### src/rtl/iter_div.sv
// iter_div: radix-2 restoring divider, one quotient bit per cycle, signed or unsigned.
module iter_div #(
  parameter int DATA_W = 32
) (
  input  logic              clk,
  input  logic              rst,
  input  logic              run,
  input  logic [DATA_W-1:0] in0,
  input  logic [DATA_W-1:0] in1,
  input  logic              sgn,
  output logic              busy,
  output logic              done,
  output logic [DATA_W-1:0] out0,
  output logic [DATA_W-1:0] out1
);
  localparam int CW = $clog2(DATA_W);
  typedef enum logic [1:0] {IDLE, CALC, FIX, DONE} state_t;
  state_t state, state_nx;
  logic [CW-1:0] cnt;
  logic [DATA_W-1:0] r, q, d;
  logic neg_q, neg_r, dz, start;
  logic [DATA_W:0] sh, t;
  assign start = run && (state == IDLE || state == DONE);
  assign busy = state == CALC || state == FIX;
  assign done = state == DONE;
  assign sh = {r, q[DATA_W-1]};
  assign t = sh - {1'b0, d};
  always_comb begin
    state_nx = state;
    case (state)
      IDLE: state_nx = run ? CALC : IDLE;
      CALC: state_nx = cnt == '0 ? FIX : CALC;
      FIX:  state_nx = DONE;
      DONE: state_nx = run ? CALC : IDLE;
      default: state_nx = IDLE;
    endcase
  end
  always_ff @(posedge clk or posedge rst)
    if (rst) state <= IDLE;
    else state <= state_nx;
  // Magnitudes are kept as unsigned DATA_W-bit values, so |most-negative| needs no extra bit.
  always_ff @(posedge clk or posedge rst) begin
    if (rst) begin
      cnt <= '0;
      r <= '0;
      q <= '0;
      d <= '0;
      neg_q <= 1'b0;
      neg_r <= 1'b0;
      dz <= 1'b0;
      out0 <= '0;
      out1 <= '0;
    end else if (start) begin
      cnt <= CW'(DATA_W - 1);
      r <= '0;
      q <= (sgn && in0[DATA_W-1]) ? -in0 : in0;
      d <= (sgn && in1[DATA_W-1]) ? -in1 : in1;
      neg_q <= sgn && (in0[DATA_W-1] ^ in1[DATA_W-1]);
      neg_r <= sgn && in0[DATA_W-1];
      dz <= in1 == '0;
    end else if (state == CALC) begin
      cnt <= cnt - 1'b1;
      r <= t[DATA_W] ? sh[DATA_W-1:0] : t[DATA_W-1:0];
      q <= {q[DATA_W-2:0], ~t[DATA_W]};
    end else if (state == FIX) begin
      out0 <= dz ? '1 : neg_q ? -q : q;
      out1 <= neg_r ? -r : r;
    end
  end
endmodule

### config.mk
export PLATFORM = sky130hd
export DESIGN_NAME = iter_div
export DESIGN_NICKNAME = d
export VERILOG_FILES = /design/src/rtl/iter_div.sv
export SDC_FILE = /design/constraint.sdc
export NUM_CORES = 1
export LEC_CHECK = 0
export BUFFER_PORTS_ARGS = -buffer_cell sky130_fd_sc_hd__buf_2
export CELL_PAD_IN_SITES_DETAIL_PLACEMENT = 1
export CELL_PAD_IN_SITES_GLOBAL_PLACEMENT = 1
export CORE_ASPECT_RATIO = 2
export CORE_UTILIZATION = 48
export CTS_CLUSTER_DIAMETER = 100
export DETAILED_ROUTE_END_ITERATION = 16
export HOLD_SLACK_MARGIN = 0.03
export PLACE_DENSITY_LB_ADDON = 0.1
export SLEW_MARGIN = 15
export SYNTH_ARGS = -nofsm -noshare
export SYNTH_HDL_FRONTEND = slang
export SYNTH_SLANG_ARGS = --single-unit
### constraint.sdc
create_clock -name clk -period 18.6 [get_ports clk]
set_input_delay 4.65 -clock clk [delete_from_list [all_inputs] [get_ports clk]]
set_output_delay 4.65 -clock clk [all_outputs]
set_load 0.01 [all_outputs]
* Word level (Yosys, flattened, before mapping)
Cells that the tools add are included.
Word-level totals: logic and storage cells 50, input port bits 68, register bits 170, output and inout port bits 66
Cells by class: bitwise gates (word level) 4, mux-type cells 15, equal/unequal tests 3, $add $sub $neg 6, reductions and logical operators 12
Operator list (number):
- 2-to-1 mux 32 bit | 10
- negator 32 bit | 4
- subtractor 33 x 32 -> 33 bit | 1
- zero test 32 bit | 1
- 2-to-1 mux 5 bit | 2
- one-hot mux 2 bit (3 select lines) | 1
- zero test 5 bit | 1
- subtractor 5 x 1 -> 5 bit (second input constant) | 1
- equality test 2 bit (second input constant) | 2
- logical AND 1 bit | 4
- NOT 1 bit | 3
- AND reduction 3 bit | 1
- equality test 2 x 1 -> 1 bit (second input constant) | 1
- zero test 2 bit | 1
- logical OR 1 bit | 2
- 2-to-1 mux 2 bit | 1
- nonzero test 2 bit | 1
- OR reduction 2 bit | 1
- 2-to-1 mux 1 bit | 1
- XOR 1 bit | 1

* Depth between registers and ports, before layout
Gate-level depths: netlist (run 1).
word-level depth 5, depth in mapped cells 14, mapped depth without buffers 12

* Least setup slack after synthesis (run 1)
Ideal clock, no wire load.
kind input -> register, start point in in1[6], end point reg d[30], setup time 0.129 ns, data required time 18.471 ns, stages on the path 9, slack 11.690 ns, data arrival time 6.781 ns, buffers on the path 0, path through or4_1 > or3_1 > nor2b_2 > and2_1 > nand2_1 > or3_1 > o41ai_2 > xor2_1 > o21ai_1
On the way: longest elaborated chain between the ends 2
RTL lines:
- start: declaration | line 9 | input logic [DATA_W-1:0] in1,
- negator 32 bit | line 57 | d <= (sgn && in1[DATA_W-1]) ? -in1 : in1;
- 2-to-1 mux 32 bit | line 57
- end signal: assignment | line 57
- end: declaration | line 20 | logic [DATA_W-1:0] r, q, d;
Every way passes these cells. A chain may end at the register's enable or synchronous reset.

* Worst setup path after layout (run 1)
Same ends and word-level chain as after synthesis.

==> results of run 1 <==
-- critical path, cell delays in order --
cell     delay [ns]
buf_2          0.12
or4_1          0.56
or3_1          0.43
nor2b_2        0.21
and2_1         0.21
nand2_1        0.14
or3_1          0.45
o41ai_2        0.27
xor2_1         0.18
o21ai_1        0.07
-- layout by cell type (no fill, tap or decap), drive strengths merged, types with 14 or more instances in the layout --
cell type | synthesis | layout
nand2 | 229 | 229
o21ai | 178 | 178
dfrtp | 170 | 170
buf | 14 | 145
xor2 | 84 | 84
nor2 | 75 | 75
a21oi | 72 | 72
xnor2 | 65 | 65
inv | 61 | 65
ha | 40 | 40
mux2i | 33 | 33
a31oi | 30 | 30
o41ai | 25 | 25
o31ai | 23 | 23
nor3 | 21 | 21
clkbuf | 55 | 21
nand3 | 19 | 19
or4 | 14 | 14
-- per-stage QoR --
step | setup WS (ns) | hold WS [ns]
final | 11.61 | 0.467
after global routing | 11.52 | 0.503
after CTS | 11.61 | 0.475
after detailed placement | 11.20 | 0.459
after global placement | 11.23 | 0.447
after floorplan | 9.35 | 0.450
-- cell type report --
class                   instances  area [sq um]  share of cell area (%)
clock buffers                  21           460                    3.64
diodes                          1          2.50                  0.0198
clock inverters                11           110                   0.871
flip-flops and latches        170          4250                    33.7
inverters                      61           234                    1.85
repair buffers                145           756                    5.98
multi-input cells            1031          6470                    51.2
well taps                     280           350                    2.77
-- cell families after synthesis --
kind of cell	share of synthesized area, %
xor+xnor	11.7
compound gates	20.9
simple gates	17.2
buf+inv	4.61
flops	38.0
fa+ha+maj	4.65
mux	2.95
-- sequential cells by signal (all words and copies together), names as in the netlist --
name / flops
q: 32
neg_q: 1
dz: 1
neg_r: 1
r: 32
out0: 32
state: 2
d: 32
out1: 32
cnt: 5
-- worst max path at each step --
stage | start | end | slack (ns)
floorplan | rst | cnt[0]$_DFFE_PP0P_ | 9.35
global placement | in1[6] | d[30]$_DFFE_PP0P_ | 11.23
detailed placement | in1[6] | d[30]$_DFFE_PP0P_ | 11.20
CTS | in1[6] | d[30]$_DFFE_PP0P_ | 11.61
global route | in1[6] | d[28]$_DFFE_PP0P_ | 11.52
finish | in1[6] | d[30]$_DFFE_PP0P_ | 11.61
-- per-layer routing --
layer / vias up / share of wire [%]
li1: 4854 / -
met1: 4916 / 34
met2: 202 / 57
met3: 98 / 3.2
met4: 4 / 5.6
met5: - / 0.072
-- power groups by stage --
stage	combinational [mW]	sequential (mW)	clock [mW]
2_1_floorplan	1.10	0.601	0
3_3_place_gp	1.31	0.657	0
3_5_place_dp	1.36	0.664	0
4_1_cts	1.37	0.658	0.360
5_1_grt	1.53	0.679	0.375
6_report	1.36	0.659	0.353
==> results.json, run 1 <==
{
  "dr.pass1.iters": 4,
  "power_density_nw_per_um2": 187,
  "hp-class": "flip-flop to flip-flop",
  "area_growth_pct": 12.9,
  "antenna_found_initial": 5,
  "vias": 10100,
  "syn_area_sq_um": 11200,
  "synthDistinctLibCells": 68,
  "startpoint_type": "input port",
  "insertion_delay_ns": 0.45,
  "p_leak_nw": 5.79,
  "first_global_vias": 10600,
  "fin_util_pct": 55.6,
  "routedWlPerCell_um": 18.5,
  "cp_max_fo": 4,
  "die_width_um": 110,
  "rrSetupSlack_ns": 14.65,
  "r2r_end": "r[27]$_DFFE_PP0P_",
  "internal_power_mw": 1.26,
  "yosysTopAreaCell": "dfrtp_1",
  "ir_drop_mv": 0.110,
  "rows": 78,
  "grt-busiest-layer": "met2",
  "drive_gt1_share_pct": 14.0,
  "cts_buffers": 17,
  "postCtsHoldBufs": 0,
  "fin_crit_ns": 6.99,
  "timing.rr.start": "q[31]$_DFFE_PP0P_",
  "p_clk_share_pct": 14.9,
  "grt_usage_pct": 28.2,
  "drv_cap": 0,
  "place.gp.congestion": 0.902,
  "skew_ns": 0.0108,
  "fin_crit_sh_pct": 37.6,
  "vias_per_cell": 5.86,
  "initial_core_util_pct": 49.2,
  "drt_iter0_drc": 210,
  "final_cells": 1720,
  "ios": 134,
  "seq_area_frac_synth_pct": 38.0,
  "max_freq_mhz": 143,
  "comb_power_share_pct": 57.3,
  "synth-seq-cells": 170,
  "synth_top_area_share_pct": 38.0,
  "synth-async-reset-ratio_pct": 100,
  "io_buffers": 133,
  "post_cts_buffers": 0,
  "switching_share_pct": 47.0,
  "root_buffer": "clkbuf_16",
  "rsz0062_at_grt": "false",
  "min_from": "out0[31]$_DFFE_PP0P_",
  "dp_cells": 1687,
  "cts_tree": "built",
  "core_area_sq_um": 22700,
  "synthCells": 1331,
  "arrival_ns": 7.28,
  "maxSlewHeadroom_pct": 33.4,
  "hold_depth": 2,
  "dieArea_sq_um": 24000,
  "grtUsageMet1_pct": 25.5,
  "finalSetupViolations": 0,
  "slew_violations": 0,
  "yosys_warnings": 0,
  "overflow": 0,
  "ys.flop_type": "dfrtp_1",
  "required_ns": 18.89,
  "syn_area_per_cell_sq_um": 8.41,
  "die_h_um": 218,
  "critical_path_class": "input port to flip-flop",
  "stdcell_area_sq_um": 12600,
  "final_nets": 1535,
  "total_power_mw": 2.37,
  "postPlaceCellArea_sq_um": 12100,
  "synth.area.top_cells": "dfrtp_1 (38%), o21ai_0 (7.8%), nand2_1 (7.7%)",
  "drtAntennaViolNets": 0,
  "cts.sinks": 170,
  "ctsResizeCount": 0,
  "reg2reg_depth": 12,
  "syn-num-nets": 1440,
  "run_status": "completed",
  "grt_use_met3_pct": 5.14,
  "hold_viol": 0,
  "dp_hpwl_um": 24500,
  "grtUsageMet2_pct": 55.1,
  "grt_first_pass_wirelength_um": 51500,
  "drc": 0,
  "yosys-top-cells-count": "nand2_1 (229), o21ai_0 (174), dfrtp_1 (170)",
  "worstHoldEndpoint": "out0[31]$_DFFE_PP0P_",
  "endpoint_kind": "flip-flop",
  "synth_edf_count": 0,
  "drt_wl_total_um": 31700,
  "tightest_slew_ns": 0.999,
  "p_sw_mw": 1.11,
  "yosysMostFrequentCell": "nand2_1",
  "setup-tns-final_ns": 0,
  "seqPwrFrac_pct": 27.8,
  "clock_path_buffers": 2,
  "clkTransAtPathRegs_ns": 0.07,
  "grt_max_degree": 107,
  "cts.htree.levels": 4,
  "fill_cells": 2810
}
No activity file was read; power rests on OpenSTA's default activity.
==> inputs of run 2 (changes only) <==
--- a/config.mk
+++ b/config.mk
@@ -9,7 +9,7 @@
 export CELL_PAD_IN_SITES_DETAIL_PLACEMENT = 1
 export CELL_PAD_IN_SITES_GLOBAL_PLACEMENT = 1
 export CORE_ASPECT_RATIO = 2
-export CORE_UTILIZATION = 48
+export CORE_UTILIZATION = 45
 export CTS_CLUSTER_DIAMETER = 100
 export DETAILED_ROUTE_END_ITERATION = 16
 export HOLD_SLACK_MARGIN = 0.03
==> constraint.sdc (replaced) <==
create_clock -name clk -period 6.9 [get_ports clk]
set_input_delay 1.725 -clock clk [delete_from_list [all_inputs] [get_ports clk]]
set_output_delay 1.725 -clock clk [all_outputs]
set_load 0.01 [all_outputs]
==> results.json, run 2 (synthesized netlist as in run 1, its figures left out) <==
{
  "final_cell_mix": "nand2_1 (228), o21ai_0 (174), dfrtp_1 (170)",
  "p_clk_share_pct": 14.5,
  "root_buffer": "clkbuf_16",
  "vias": 9983,
  "initial_core_util_pct": 45.8,
  "dp_hpwl_um": 24800,
  "place.gp.congestion": 0.922,
  "grt_usage_pct": 26.5,
  "tightest_slew_ns": 1.14,
  "routedWlPerCell_um": 18.1,
  "startpoint_type": "input port",
  "cp_slowest_cell": "or4_1",
  "drv_cap": 0,
  "fin_crit_ns": 3.98,
  "maxSlewHeadroom_pct": 23.8,
  "die_width_um": 114,
  "comb_power_share_pct": 57.4,
  "area_growth_pct": 13.3,
  "p_leak_nw": 5.79,
  "dr.pass1.iters": 4,
  "cts_buffers": 17,
  "power_density_nw_per_um2": 501,
  "seqPwrFrac_pct": 28.1,
  "switching_share_pct": 46.7,
  "fin_crit_sh_pct": 57.7,
  "postCtsHoldBufs": 0,
  "critical_path_class": "input port to flip-flop",
  "ctsResizeCount": 0,
  "core_area_sq_um": 24400,
  "drtAntennaViolNets": 0,
  "slew_violations": 0,
  "drt_iter0_drc": 172,
  "dieArea_sq_um": 25600,
  "finalSetupViolations": 0,
  "insertion_delay_ns": 0.45,
  "antenna_found_initial": 6,
  "final_nets": 1536,
  "total_power_mw": 6.36,
  "post_cts_buffers": 0,
  "die_h_um": 225,
  "required_ns": 7.21,
  "ir_drop_mv": 0.277,
  "rsz0062_at_grt": "false",
  "setup-tns-final_ns": 0,
  "p_sw_mw": 2.97,
  "ios": 134,
  "vias_per_cell": 5.63,
  "grt_first_pass_wirelength_um": 52500,
  "layout_commonest_cell": "nand2_1",
  "cts.htree.levels": 4,
  "clkTransAtPathRegs_ns": 0.07,
  "holdWs_ns": 0.467,
  "clock_path_buffers": 2,
  "internal_power_mw": 3.39,
  "hold_viol": 0,
  "skew_ns": 0.00806,
  "crit_path_frequent_cell": "or3_1",
  "arrival_ns": 4.29,
  "run_status": "completed",
  "cts.sinks": 170,
  "endpoint_kind": "flip-flop",
  "drc": 0,
  "overflow": 0,
  "cts_tree": "built",
  "path_cells": "buf_2 -> or4_1 -> or3_1 -> nor2b_2 -> and2_1 -> nand2_1 -> or3_1 -> o41ai_2 -> xor2_1 -> o21ai_1",
  "first_global_vias": 10500,
  "slowest_delay_ns": 0.57,
  "hp-class": "flip-flop to flip-flop",
  "drt_wl_total_um": 32000,
  "max_freq_mhz": 251,
  "drive_gt1_share_pct": 13.9,
  "io_buffers": 133,
  "rows": 81,
  "grt_max_degree": 91,
  "cp_max_fo": 4
}
==> run 2: changes by cell type in the layout (fill, tap and decap cells not counted), sizes merged <==
cell      delta
diode        +1
inv          -4
buf          +1
clkinv       +1
clkbuf       +2
clkinvlp     -1
==> run 2: routing by layer <==
metal  vias up  share of wire, %  track usage [%]
met1      4851                35             24.6
met4         2               4.7             15.0
li1       4848                 -                -
met5         -             0.050                0
met3        88               3.2             4.25
met2       194                57             52.7
==> run 2: final timing paths <==
path                                   endpoint  depth (start not counted)  slack [ns]            startpoint
max                           d[30]$_DFFE_PP0P_                         10        2.92                in1[6]
min in group asynchronous   out0[7]$_DFFE_PP0P_                          2        1.38                   rst
min                        out0[31]$_DFFE_PP0P_                          2        0.47  out0[31]$_DFFE_PP0P_
max reg2reg                   r[27]$_DFFE_PP0P_                         11        2.95      r[0]$_DFFE_PP0P_
max in group asynchronous  out1[10]$_DFFE_PP0P_                          3        4.19                   rst
min reg2reg                out0[31]$_DFFE_PP0P_                          2        0.47  out0[31]$_DFFE_PP0P_
==> run 2: layout make-up <==
cell class / count / area [sq um]
antenna: 2 / 5.00
multi-input combinational: 1031 / 6470
timing repair buffer: 146 / 763
tap: 332 / 415
fill: 3032 / 11700
clock inverter: 7 / 68.8
clock buffer: 23 / 478
sequential: 170 / 4250
inverter: 61 / 234
==> run 2: through the flow <==
| step | util [%] | std cells | worst slack (ns) | instance area [sq um] |
|---|---|---|---|---|
| after global routing | 52.0 | 1772 | 2.57 | 12700 |
| after global placement | 49.7 | 1740 | 2.46 | 12100 |
| after CTS | 51.9 | 1770 | 2.91 | 12700 |
| final | 52.0 | 1772 | 2.92 | 12700 |
| after detailed placement | 49.7 | 1740 | 2.43 | 12100 |
| after floorplan | - | 1331 | 0.572 | 11200 |
==> run 2: worst max-delay path: cells and delay by family <==
| family | cells | cell delay (ns) |
|---|---|---|
| xor+xnor | 1 | 0.17 |
| compound gates | 2 | 0.32 |
| simple gates | 6 | 1.94 |
| buf+inv | 1 | 0.12 |
==> run 2: power by group through the flow <==
stage | sequential [mW] | clock (mW) | combinational [mW]
global route | 1.84 | 0.972 | 4.10
floorplan | 1.62 | 0 | 2.96
global placement | 1.78 | 0 | 3.53
CTS | 1.78 | 0.941 | 3.68
detailed placement | 1.80 | 0 | 3.66
finish | 1.79 | 0.921 | 3.65
